**config.mk**
```make
export PLATFORM = sky130hd
export DESIGN_NAME = mem_responder
export DESIGN_NICKNAME = d
export VERILOG_FILES = /design/src/rtl/rv32ima_pkg.sv /design/src/rtl/mem_lane_align.sv /design/src/rtl/mem_responder.sv
export SDC_FILE = /design/constraint.sdc
export NUM_CORES = 1
export LEC_CHECK = 0
export ABC_AREA = 1
export ABC_CLOCK_PERIOD_IN_PS = 2400
export BUFFER_PORTS_ARGS = -buffer_cell sky130_fd_sc_hd__buf_4
export CORE_AREA = 2 2 118 120
export CTS_BUF_LIST = sky130_fd_sc_hd__clkbuf_8
export DETAILED_ROUTE_END_ITERATION = 12
export DIE_AREA = 0 0 120 122
export MAX_ROUTING_LAYER = met4
export PLACE_DENSITY_LB_ADDON = 0.25
export SLEW_MARGIN = 20
export SYNTH_ARGS = -nofsm -noshare
export SYNTH_HDL_FRONTEND = slang
export SYNTH_SLANG_ARGS = --single-unit
```
**constraint.sdc**
```tcl
create_clock -name clk -period 2.4 [get_ports clk]
set_input_delay 0.24 -clock clk [delete_from_list [all_inputs] [get_ports clk]]
set_output_delay 0.24 -clock clk [all_outputs]
set_load 0.02 [all_outputs]
```
**src/rtl/rv32ima_pkg.sv**
```systemverilog
// rtl/rv32ima_pkg.sv - shared types and encodings for the RV32 memory responder
//
// Purpose: responder FSM state type and data-access width encodings.

package rv32ima_pkg;

  typedef enum logic [1:0] {
    ST_IDLE  = 2'd0,
    ST_DWAIT = 2'd1,
    ST_IWAIT = 2'd2,
    ST_DONE  = 2'd3
  } memresp_state_t;

  // dmem_width encodings; 2'b11 falls through to word handling.
  localparam logic [1:0] MEM_BYTE = 2'b00;
  localparam logic [1:0] MEM_HALF = 2'b01;
  localparam logic [1:0] MEM_WORD = 2'b10;

endpackage

```
**src/rtl/mem_lane_align.sv**
```systemverilog
// rtl/mem_lane_align.sv - byte-lane steering and misalign detection
//
// Purpose: combinational lane logic for byte/half/word accesses.
// Ports:
//   offset     in  2  : byte offset within the word (addr[1:0])
//   width      in  2  : access size (MEM_BYTE / MEM_HALF / word)
//   store_data in  32 : right-aligned store value
//   read_data  in  32 : raw RAM word
//   be         out 4  : byte enables
//   wdata      out 32 : lane-replicated write data
//   load_data  out 32 : right-aligned, zero-extended load value
//   misalign   out 1  : half at odd offset or word at nonzero offset

module mem_lane_align
  import rv32ima_pkg::*;
(
  input  logic [1:0]  offset,
  input  logic [1:0]  width,
  input  logic [31:0] store_data,
  input  logic [31:0] read_data,
  output logic [3:0]  be,
  output logic [31:0] wdata,
  output logic [31:0] load_data,
  output logic        misalign
);

  logic [31:0] shifted;

  always_comb begin
    shifted   = read_data >> {offset, 3'b000};
    be        = 4'b1111;
    wdata     = store_data;
    load_data = shifted;
    misalign  = 1'b0;
    case (width)
      MEM_BYTE: begin
        be        = 4'b0001 << offset;
        wdata     = {4{store_data[7:0]}};
        load_data = {24'b0, shifted[7:0]};
      end
      MEM_HALF: begin
        be        = 4'b0011 << offset;
        wdata     = {2{store_data[15:0]}};
        load_data = {16'b0, shifted[15:0]};
        misalign  = offset[0];
      end
      default: begin
        misalign  = (offset != 2'b00);
      end
    endcase
  end

endmodule

```
**src/rtl/mem_responder.sv**
```systemverilog
// rtl/mem_responder.sv - shared-RAM responder for the RV32 fetch and data ports
//
// Purpose: serves instruction and data requests from one single-port RAM,
// data first, with a one-cycle hit pulse per access.
// Ports:
//   clk, rst                       : clock, synchronous active-high reset
//   imem_ren/imem_addr             : fetch request and byte address
//   ihit/imem_load                 : fetch completion pulse and word
//   dmem_ren/dmem_wen/dmem_addr    : data load/store request and byte address
//   dmem_width/dmem_store          : access size and right-aligned store data
//   dhit/dmem_load/dmem_fault      : data completion pulse, load value, misalign
//   ram_req/ram_we/ram_addr/ram_be/ram_wdata : registered RAM request fields
//   ram_rdata/ram_ack              : RAM read data and completion

module mem_responder
  import rv32ima_pkg::*;
#(
  parameter int ADDR_W      = 32,
  parameter int WORD_ADDR_W = 30
) (
  input  logic                   clk,
  input  logic                   rst,
  input  logic                   imem_ren,
  input  logic [ADDR_W-1:0]      imem_addr,
  output logic                   ihit,
  output logic [31:0]            imem_load,
  input  logic                   dmem_ren,
  input  logic                   dmem_wen,
  input  logic [ADDR_W-1:0]      dmem_addr,
  input  logic [1:0]             dmem_width,
  input  logic [31:0]            dmem_store,
  output logic                   dhit,
  output logic [31:0]            dmem_load,
  output logic                   dmem_fault,
  output logic                   ram_req,
  output logic                   ram_we,
  output logic [WORD_ADDR_W-1:0] ram_addr,
  output logic [3:0]             ram_be,
  output logic [31:0]            ram_wdata,
  input  logic [31:0]            ram_rdata,
  input  logic                   ram_ack
);

  memresp_state_t state, state_next;
  logic           just_done;    // forces the idle gap after each hit
  logic           served_data;  // the access in flight belongs to the data port
  logic [1:0]     lat_off;
  logic [1:0]     lat_width;

  logic           dreq;
  logic [1:0]     lane_off;
  logic [1:0]     lane_width;
  logic [3:0]     lane_be;
  logic [31:0]    lane_wdata;
  logic [31:0]    lane_load;
  logic           lane_misalign;
  logic           unused_fetch_off;

  assign dreq             = dmem_ren | dmem_wen;
  assign unused_fetch_off = ^imem_addr[1:0];

  // In IDLE the lane logic looks at the live request; afterwards it uses
  // the latched fields so read extraction ignores mid-access input changes.
  assign lane_off   = (state == ST_IDLE) ? dmem_addr[1:0] : lat_off;
  assign lane_width = (state == ST_IDLE) ? dmem_width     : lat_width;

  mem_lane_align u_lane (
    .offset     (lane_off),
    .width      (lane_width),
    .store_data (dmem_store),
    .read_data  (ram_rdata),
    .be         (lane_be),
    .wdata      (lane_wdata),
    .load_data  (lane_load),
    .misalign   (lane_misalign)
  );

  // State register
  always_ff @(posedge clk) begin
    if (rst) begin
      state     <= ST_IDLE;
      just_done <= 1'b0;
    end else begin
      state     <= state_next;
      just_done <= (state == ST_DONE);
    end
  end

  // Next-state logic
  always_comb begin
    state_next = state;
    case (state)
      ST_IDLE: begin
        if (!just_done) begin
          if (dreq)          state_next = lane_misalign ? ST_DONE : ST_DWAIT;
          else if (imem_ren) state_next = ST_IWAIT;
        end
      end
      ST_DWAIT, ST_IWAIT: begin
        if (ram_ack) state_next = ST_DONE;
      end
      default: state_next = ST_IDLE;
    endcase
  end

  // Output decode
  always_comb begin
    ihit = 1'b0;
    dhit = 1'b0;
    if (state == ST_DONE) begin
      dhit = served_data;
      ihit = !served_data;
    end
  end

  // Request fields and result registers
  always_ff @(posedge clk) begin
    if (rst) begin
      ram_req     <= 1'b0;
      ram_we      <= 1'b0;
      ram_addr    <= '0;
      ram_be      <= '0;
      ram_wdata   <= '0;
      served_data <= 1'b0;
      lat_off     <= '0;
      lat_width   <= '0;
      dmem_fault  <= 1'b0;
      imem_load   <= '0;
      dmem_load   <= '0;
    end else begin
      case (state)
        ST_IDLE: begin
          if (!just_done) begin
            if (dreq) begin
              served_data <= 1'b1;
              lat_off     <= dmem_addr[1:0];
              lat_width   <= dmem_width;
              dmem_fault  <= lane_misalign;
              if (lane_misalign) begin
                dmem_load <= '0;
              end else begin
                ram_req   <= 1'b1;
                ram_we    <= dmem_wen;
                ram_addr  <= dmem_addr[ADDR_W-1:2];
                ram_be    <= lane_be;
                ram_wdata <= lane_wdata;
              end
            end else if (imem_ren) begin
              served_data <= 1'b0;
              ram_req     <= 1'b1;
              ram_we      <= 1'b0;
              ram_addr    <= imem_addr[ADDR_W-1:2];
              ram_be      <= 4'b1111;
              ram_wdata   <= '0;
            end
          end
        end
        ST_DWAIT: begin
          if (ram_ack) begin
            ram_req <= 1'b0;
            if (!ram_we) dmem_load <= lane_load;
          end
        end
        ST_IWAIT: begin
          if (ram_ack) begin
            ram_req   <= 1'b0;
            imem_load <= ram_rdata;
          end
        end
        default: ;
      endcase
    end
  end

endmodule

```
==> results of run 1 <==
-- cells by family after synthesis --
| family | synth area share (%) |
|---|---|
| adder cells (fa/ha/maj) | 0.7690 |
| AO/OA/AOI/OAI | 19.15 |
| AND/OR/NAND/NOR | 23.89 |
| buffers and inverters | 8.208 |
| flip-flops | 43.37 |
| multiplexers | 4.614 |
-- power groups by stage --
stage | Sequential [uW] | Clock [uW] | Combinational [uW]
finish | 3800 | 2160 | 7800
global route | 3910 | 2290 | 8560
CTS | 3800 | 2170 | 7490
detailed placement | 3830 | 0 | 7460
global placement | 3820 | 0 | 7360
floorplan | 4850 | 0 | 3960
-- per-stage QoR --
step	utilization (%)	setup slack, ns
after global placement	63.66	0.1632
after global routing	67.73	0.008955
after CTS	67.04	0.06972
final	67.73	0.1969
after detailed placement	63.66	0.08539
after floorplan	-	0.4428
-- critical path: stages (launching register included) --
cell,delay [ns]
dfxtp_1,0.38
inv_1,0.08
ha_1,0.25
inv_4,0.07
buf_4,0.17
nand2_1,0.06
nand2_1,0.10
inv_1,0.08
a21oi_1,0.43
inv_1,0.18
a21oi_1,0.18
a21oi_1,0.09
nor2_1,0.08
-- Yosys cell counts --
| cell type | number | share of area, % |
|---|---|---|
| nor2_1 | 197 | 11 |
| dfxtp_1 | 141 | 43 |
| nand2_1 | 125 | 7.2 |
| o21ai_0 | 122 | 9.4 |
| a21oi_1 | 94 | 7.2 |
| inv_1 | 49 | 2.8 |
| nand3_1 | 46 | 3.5 |
| clkbuf_1 | 32 | 1.8 |
| mux2i_1 | 30 | 4.6 |
| buf_2 | 13 | 1.0 |
| o211ai_1 | 11 | 1.3 |
| o22ai_1 | 9 | 0.86 |
| nand2_2 | 8 | 0.77 |
| buf_6 | 7 | 1.2 |
| clkbuf_2 | 5 | 0.38 |
| buf_1 | 4 | 0.23 |
| ha_1 | 4 | 0.77 |
| nand2_4 | 3 | 0.52 |
| buf_4 | 2 | 0.23 |
| inv_4 | 2 | 0.19 |
| nor3_1 | 2 | 0.15 |
| o21ai_1 | 2 | 0.15 |
| buf_8 | 1 | 0.23 |
| inv_2 | 1 | 0.058 |
| nor2_2 | 1 | 0.096 |
| nor3_4 | 1 | 0.25 |
| o21ai_4 | 1 | 0.25 |
-- registers in the layout, summed over array words and instances, names as in the netlist --
signal and cells:
lat_width 2, dmem_fault 1, served_data 1, imem_load 32, ram_be 4, lat_off 2, ram_addr 30, ram_req 1
just_done 1, ram_we 1, dmem_load 32, state 2, ram_wdata 32
-- final cells by class --
cell class,count,area (um^2),area share (%)
clock buffers,24,330.3,3.611
inverters,52,211.5,2.312
well taps,180,225.2,2.462
clock inverters,8,126.4,1.382
multi-input cells,656,3182,34.79
repair buffers,287,2247,24.57
flip-flops and latches,141,2824,30.88
-- how the worst min path moves through the flow --
stage,to,slack (ns),cells after the start
after floorplan,ram_we,0.38,2
after global placement,lat_width[1],0.44,2
after detailed placement,lat_width[1],0.44,2
after CTS,imem_load[2],0.04,3
after global routing,imem_load[2],0.05,3
final,imem_load[2],0.06,3
-- per-layer routing --
metal	share of wire [%]	vias to the layer above	track usage, %	wire [um]
li1	-	3476	-	-
met1	39	3273	32.60	8019
met2	49	320	47.44	10150
met3	9.1	50	8.333	1891
met4	3.5	0	12.21	718
met5	0	-	-	0
==> metrics, run 1 <==
row count=43; PortBufs=268; Max-Cap Viols=0; CP startpoint kind=flop; clk_skew=0.008006 ns; worst r2r src=state[1]; min-delay worst type=in -> reg; via-per-instance ratio=5.281; # IOs=271; Tot Pwr=13,760 uW; CP endpoint=dmem_load[15]; cell area after layout=9146 um^2; Routed WL per cell=15.42 um; Layout area overhead=40.52%; Worst EP required=2.79 ns; all-layer global routing usage=28.72%; Mapped Nets=1,053; DRT Pass-1 Iters=5; Final nets=1,295; vias in the first global route=6,434; Post-CTS Hold Fix Bufs=0; final setup vio count=0; Max Slew Vio Count=0; most frequent cells in the layout=buf_4 (279), nor2_1 (196), dfxtp_1 (140); die area=14,640 um^2; RSZ-0062 raised after global routing=no; fin crit share=91.80%; post-route ant nets=0; sequential area share after synthesis=43.37%; DP Area=8597 um^2; Chip Height=122 um; Power Internal=7436 uW; 1st-iter DRT viols=632; share of cells above drive strength 1=29.45%; post-CTS setup buffers=0; CTS Buffer Depth=2; Worst-Skew Late Latency=0.45 ns; Initial Util=48.20%; Leak=0.004292 uW; Syn Area/Cell=7.129 um^2; hold slack=0.06218 ns; CP Max Fanout=10; clk sinks=141; core area=13,500 um^2; Hold Startpoint=ram_rdata[2]; worst reg2reg setup slack=0.20 ns; vias=7,119; Ant. Diodes=0; Clock Power Share=15.7%; commonest non-fill, non-tap cell in the layout=buf_4; status=complete, no violations; CP Capture Type=flop; WS Path Type=reg -> reg; CTS tree=built; Non-Filler Instances=1,348; Reg clk slew, reported paths=0.08 ns; Distinct cells, synth=27; Pwr Density=1505 nW/um^2; TritonCTS buffer count=17; Yosys reg bits=141; Synth Instances=913; Reg power frac=27.6%; Worst setup startpoint=state[1]; crit path DAT=2.60 ns; first-pass GRT wire length=31,970 um; GP Congestion=0.9026; VDD IR max=0.8304 mV; sw frac=45.97%; Max Clk Rate=453.9 MHz; Final min period=2.203 ns; slew margin rel.=47.03%; Sw Pwr=6327 uW; H-tree lvl count=4; global route total overflow=0; combinational power share=56.7%; DRC=0; actual slew at the worst max-slew pin=0.7946 ns; post-DP HPWL=14,860 um; clk root buf=clkbuf_8; die span in x=120 um; largest net degree at the start of global routing=57; Fillers=1,218; initial antenna violation count=0; Hold Vio Cnt, Final=0; final WL=20,780 um; Syn Std Cell Area=6509 um^2; Inst Count DP=1,314; worst reg2reg endpoint=dmem_load[15]; Syn. warnings=0; Fin Setup TNS=0 ns; CTS resizes=0; R2R cell count=12
No activity file was read; power rests on OpenSTA's default activity.
==> run 2: changes to the inputs <==
Settings changed: CORE_AREA 2 2 118 120 to 4 4 120 122, DIE_AREA 0 0 120 122 to 0 0 124 126, MAX_ROUTING_LAYER met4 to not set, SLEW_MARGIN 20 to not set.
==> run 2 against run 1 <==
  * Maximum frequency grew 1.1%
  * Setup slack improved by 0.023 ns
  * Non-clock buffer count stayed put
  * Worst hold slack worse by 0.0058 ns
  * Largest cell class unchanged
  * Clock power is 4% higher
==> metrics, run 2 (synthesis results as in run 1) <==
final setup vio count=0 (unchanged); CTS tree=built (unchanged); row count=42 (was 43); Final min period=2.180 ns (was 2.203 ns); Worst EP required=2.75 ns (was 2.79 ns); clk sinks=141 (unchanged); Chip Height=126 um (was 122 um); Inst Count DP=1,310 (was 1,314); final setup margin=0.2202 ns (was 0.1969 ns); global route total overflow=0 (unchanged); Max-Cap Viols=0 (unchanged); GP Congestion=0.8991 (was 0.9026); Clock Power Share=16.5% (was 15.7%); Post-CTS Hold Fix Bufs=0 (unchanged); Initial Util=49.35% (was 48.20%); DP Area=8567 um^2 (was 8597 um^2); most frequent cells in the layout=buf_4 (283), nor2_1 (196), dfxtp_1 (140) (was buf_4 (279), nor2_1 (196), dfxtp_1 (140)); fin crit share=90.83% (was 91.80%); DRC=0 (unchanged); VDD IR max=0.7721 mV (was 0.8304 mV); post-DP HPWL=15,160 um (was 14,860 um); clk root buf=clkbuf_8 (unchanged); Seq. cell area=2824 um^2 (unchanged); Layout area overhead=39.62% (was 40.52%); Fillers=1,184 (was 1,218); DRT Pass-1 Iters=5 (unchanged); Leak=0.004299 uW (was 0.004292 uW); CP Max Fanout=39 (was 10); status=complete, no violations (unchanged); via-per-instance ratio=5.223 (was 5.281); PortBufs=268 (unchanged); largest net degree at the start of global routing=85 (was 57); CP startpoint kind=flop (unchanged); initial antenna violation count=0 (unchanged); Reg power frac=27.7% (was 27.6%); actual slew at the worst max-slew pin=1.134 ns (was 0.7946 ns); Place WS=0.05480 ns (was 0.08539 ns); Power Internal=7494 uW (was 7436 uW); die area=15,620 um^2 (was 14,640 um^2); RSZ-0062 raised after global routing=no (unchanged); sw frac=45.07% (was 45.97%); Non-Filler Instances=1,343 (was 1,348); TritonCTS buffer count=17 (unchanged); share of cells above drive strength 1=28.96% (was 29.45%); Final Core Density=68.90% (was 67.73%); commonest non-fill, non-tap cell in the layout=buf_4 (unchanged); H-tree lvl count=4 (unchanged); Ant. Diodes=0 (unchanged); die span in x=124 um (was 120 um); Reg clk slew, reported paths=0.08 ns (about the same); Final nets=1,295 (unchanged); CTS Buffer Depth=2 (unchanged); core area=13,190 um^2 (was 13,500 um^2); # IOs=271 (unchanged); Sw Pwr=6148 uW (was 6327 uW); Hold Vio Cnt, Final=0 (unchanged); cell area after layout=9087 um^2 (was 9146 um^2); Max Clk Rate=458.8 MHz (was 453.9 MHz); Fin Setup TNS=0 ns (unchanged); Worst-Skew Late Latency=0.45 ns (about the same); vias=7,015 (was 7,119); crit path DAT=2.53 ns (was 2.60 ns); vias in the first global route=6,494 (was 6,434); first-pass GRT wire length=31,840 um (was 31,970 um); slew margin rel.=24.33% (was 47.03%); Routed WL per cell=15.56 um (was 15.42 um); Regs by FF count=dmem_load x32, imem_load x32, ram_wdata x32 (unchanged); 1st-iter DRT viols=583 (was 632); all-layer global routing usage=25.94% (was 28.72%); Pwr Density=1501 nW/um^2 (was 1505 nW/um^2); clk_skew=0.01399 ns (was 0.008006 ns); combinational power share=55.8% (was 56.7%); Multi-input gate area=3164 um^2 (was 3182 um^2); post-route ant nets=0 (unchanged); WS Path Type=reg -> reg (unchanged); min-delay worst type=in -> reg (unchanged); Max Slew Vio Count=0 (unchanged); CP Capture Type=flop (unchanged); final WL=20,900 um (was 20,780 um)
==> run 2: changes by cell type in the layout (fill, tap and decap cells not counted), moves of 2 or more <==
cell,delta
clkinv_4,-2
nand2_4,+2
bufinv_16,+2
buf_4,+4
nand2_8,-2
inv_1,+5
clkinv_2,-2
buf_12,-2
==> run 2: stage by stage <==
step / hold WS (ns) / power (uW)
after floorplan: 0.3829 / 8811
after global placement: 0.4392 / 11130
after detailed placement: 0.4429 / 11240
after CTS: 0.02923 / 13520
after global routing: 0.05487 / 14630
final: 0.05635 / 13640
==> run 2: layout make-up <==
type	count	area share, %
multi-input combinational	656	34.82
sequential	141	31.08
timing repair buffer	287	24.22
clock buffer	23	3.483
tap	176	2.423
inverter	52	2.203
clock inverter	8	1.776
==> run 2: critical path, cell delays in order, from the launching register on <==
cell and delay, ns:
dfxtp_2 0.36, inv_1 0.06, ha_2 0.22, inv_4 0.14, nand2_1 0.07, nand2_1 0.11
buf_4 0.16, nand3_1 0.11, nand2_2 0.11, nand2_1 0.06, nand2_2 0.13, inv_2 0.09
clkbuf_16 0.22, o21ai_0 0.17, a21oi_1 0.05
==> run 2: path summary, 6_finish.rpt <==
kind | to | cells after the start | slack [ns] | start
worst max register to register | ram_wdata[19] | 14 | 0.22 | state[1]
worst min register to register | lat_width[1] | 2 | 0.45 | lat_width[1]
worst max-delay path | ram_wdata[19] | 14 | 0.22 | state[1]
worst min-delay path | imem_load[1] | 3 | 0.06 | ram_rdata[1]
==> run 2: power groups by stage <==
| stage | Combinational, uW | Clock [uW] | Sequential (uW) |
|---|---|---|---|
| after floorplan | 3960 | 0 | 4850 |
| after detailed placement | 7430 | 0 | 3810 |
| after global placement | 7340 | 0 | 3790 |
| after CTS | 7460 | 2280 | 3780 |
| final | 7610 | 2250 | 3780 |
| after global routing | 8370 | 2370 | 3890 |
==> run 2: routing by layer <==
layer	vias to the layer above	part of all wire [%]	GRT usage, %
met5	-	0	0
met4	0	3.1	12.05
met3	47	9.9	8.834
met2	297	48	42.83
met1	3196	38	30.02
li1	3475	-	-
==> run 2: what timing repair did <==
action / 4_1_cts / 5_1_grt
resized for setup: 0 / 7
setup buffers: 0 / 1
endpoints found under the setup margin: 0 / 96
==> run 3: changes to the inputs <==
Settings changed: CORE_AREA 4 4 120 122 to 4 4 155 157, DIE_AREA 0 0 124 126 to 0 0 159 161.
==> run 3 against run 2 <==
  * Sequential share of layout area fell by 0.65 points
  * Combinational power increased by 4.5%
  * Maximum frequency rose by 6.0%
  * Flip-flop and latch count did not move
  * Total power increased by 1.3%
  * Sequential power is essentially flat
  * Clock skew hardly changed
==> metrics, run 3 (synthesis results as in run 1) <==
commonest non-fill, non-tap cell in the layout=buf_4 (unchanged); die span in x=159 um (was 124 um); # IOs=271 (unchanged); clk sinks=141 (unchanged); via-per-instance ratio=4.782 (was 5.223); Hold Path End=imem_load[3] (was imem_load[1]); Fillers=2,359 (was 1,184); GP Congestion=0.8890 (was 0.8991); gr busiest metal=met2 (unchanged); DRT Pass-1 Iters=5 (unchanged); CP startpoint kind=flop (unchanged); WS Path Type=reg -> reg (unchanged); CP top delay family=simple AND/OR/NAND/NOR gates (was buffers and inverters); die area=25,600 um^2 (was 15,620 um^2); initial antenna violation count=0 (unchanged); min-delay worst type=in -> reg (unchanged); CP Max Fanout=32 (was 39); first-pass GRT wire length=36,980 um (was 31,840 um); DP Area=8788 um^2 (was 8567 um^2); slowest cell delay on critical path=0.40 ns (was 0.36 ns); status=complete, no violations (unchanged); CP cell instances=inv_1 -> ha_2 -> buf_4 -> nand2_1 -> nand2_2 -> buf_4 -> o21ai_0 -> nand2_1 -> nand3_1 -> nand2_1 -> nor2_1 (was inv_1 -> ha_2 -> inv_4 -> nand2_1 -> nand2_1 -> buf_4 -> nand3_1 -> nand2_2 -> nand2_1 -> nand2_2 -> inv_2 -> clkbuf_16 -> o21ai_0 -> a21oi_1); DRC=0 (unchanged); share of cells above drive strength 1=29.59% (was 28.96%); Max Clk Rate=486.3 MHz (was 458.8 MHz); met3 GRT Util=6.379% (was 8.834%); WP depth=11 (was 14); clk root buf=clkbuf_8 (unchanged); largest net degree at the start of global routing=57 (was 85); PortBufs=268 (unchanged); Regs by FF count=dmem_load x32, imem_load x32, ram_wdata x32 (unchanged); worst r2r src=state[1] (unchanged); vias=6,986 (was 7,015); vias in the first global route=6,802 (was 6,494); Final min period=2.056 ns (was 2.180 ns); most frequent cells in the layout=buf_4 (288), nor2_1 (196), dfxtp_1 (141) (was buf_4 (283), nor2_1 (196), dfxtp_1 (140)); Chip Height=161 um (was 126 um); Max Slew Vio Count=0 (unchanged); R2R cell count=11 (was 14); Final nets=1,303 (was 1,295); most frequent CP cell=nand2_1 (unchanged); Hold Startpoint=ram_rdata[3] (was ram_rdata[1]); RSZ-0062 raised after global routing=no (unchanged); worst reg2reg setup slack=0.34 ns (was 0.22 ns); clk_skew=0.01378 ns (was 0.01399 ns); core area=22,500 um^2 (was 13,190 um^2); slew margin rel.=48.07% (was 24.33%); Hold Vio Cnt, Final=0 (unchanged); final setup margin=0.3435 ns (was 0.2202 ns); Fin Setup TNS=0 ns (unchanged); final setup vio count=0 (unchanged); worst reg2reg endpoint=dmem_load[17] (was ram_wdata[19]); Ant. Diodes=0 (unchanged); Pwr Density=1489 nW/um^2 (was 1501 nW/um^2); met1 Track Usage GR=21.92% (was 30.02%); final WL=24,210 um (was 20,900 um); actual slew at the worst max-slew pin=0.7790 ns (was 1.134 ns); post-DP HPWL=17,830 um (was 15,160 um); TritonCTS buffer count=17 (unchanged); Reg clk slew, reported paths=0.09 ns (was 0.08 ns); row count=55 (was 42); Initial Util=28.92% (was 49.35%); Place WS=0.1211 ns (was 0.05480 ns); CTS Buffer Depth=2 (unchanged); Max-Cap Viols=0 (unchanged); worst path bufs/invs=3 (was 5); all-layer global routing usage=17.98% (was 25.94%); fin crit share=85.69% (was 90.83%); cell area after layout=9279 um^2 (was 9087 um^2); VDD IR max=0.6184 mV (was 0.7721 mV); met2 usage=30.31% (was 42.83%); CTS tree=built (unchanged); Routed WL per cell=16.57 um (was 15.56 um); Crit-path slowest cell=o21ai_0 (was dfxtp_2); CP Capture Type=flop (unchanged); post-CTS setup buffers=0 (unchanged); Layout area overhead=42.56% (was 39.62%); 1st-iter DRT viols=470 (was 583); H-tree lvl count=4 (unchanged); WHS Path Cells=3 (unchanged); crit path DAT=2.45 ns (was 2.53 ns); global route total overflow=0 (unchanged); Leak=0.004312 uW (was 0.004299 uW); post-route ant nets=0 (unchanged); Worst EP required=2.79 ns (was 2.75 ns); Worst-Skew Late Latency=0.45 ns (about the same)
-- run 3: cell types whose count changed in the layout (fill, tap and decap cells not counted), moves of 3 or more --
cell	change
inv_6	+7
buf_4	+5
clkbuf_8	-4
bufinv_16	-3
-- run 3: worst max-delay path by stage --
| stage | start | endpoint |
|---|---|---|
| 3_5_place_dp | state[1] | dmem_load[2] |
| 5_1_grt | state[1] | dmem_load[28] |
| 3_3_place_gp | state[1] | dmem_load[28] |
| 6_report | state[1] | dmem_load[17] |
| 4_1_cts | state[1] | dmem_load[2] |
| 2_1_floorplan | state[0] | dmem_load[24] |
-- run 3: repair_timing --
item,in CTS,in global routing
setup endpoints to repair,0,97
endpoints found under the hold margin,0,0
gates resized for setup,0,10
hold buffers,0,0
-- run 3: layout make-up --
class	count	area [um^2]	area share, %
inverters	52	207.7	2.238
clock buffers	19	261.5	2.818
flip-flops and latches	141	2823	30.42
well taps	285	356.6	3.843
repair buffers	295	2303	24.82
multi-input cells	656	3176	34.22
clock inverters	13	151.4	1.632
-- run 3: where the power goes --
group          switching (uW)  internal [uW]  leakage, uW
combinational            4990           2960      0.00294
clock                    1050           1010     0.000208
sequential                510           3290      0.00116
total                    6560           7260      0.00431
-- run 3: worst reg2reg max path, cell delays in order, from the launching register on --
cell and delay [ns]:
dfxtp_1 0.38, inv_1 0.08, ha_2 0.23, buf_4 0.17, nand2_1 0.08, nand2_2 0.07, buf_4 0.23, o21ai_0 0.41
nand2_1 0.13, nand3_1 0.10, nand2_1 0.05, nor2_1 0.09
-- run 3: per-layer routing --
layer	part of all wire (%)	vias to the layer above
li1	-	3496
met1	41	3167
met2	47	300
met3	10	23
met4	1.3	0
met5	0	-
-- run 3: through the flow --
step	utilization [%]	hold WS, ns	power (uW)	std cells
after floorplan	-	0.3829	8811	913
after detailed placement	39.05	0.4478	11580	1427
after global routing	41.23	0.05259	14900	1461
final	41.23	0.06921	13820	1461
after global placement	39.05	0.4418	11530	1427
after CTS	40.89	0.03526	13680	1459
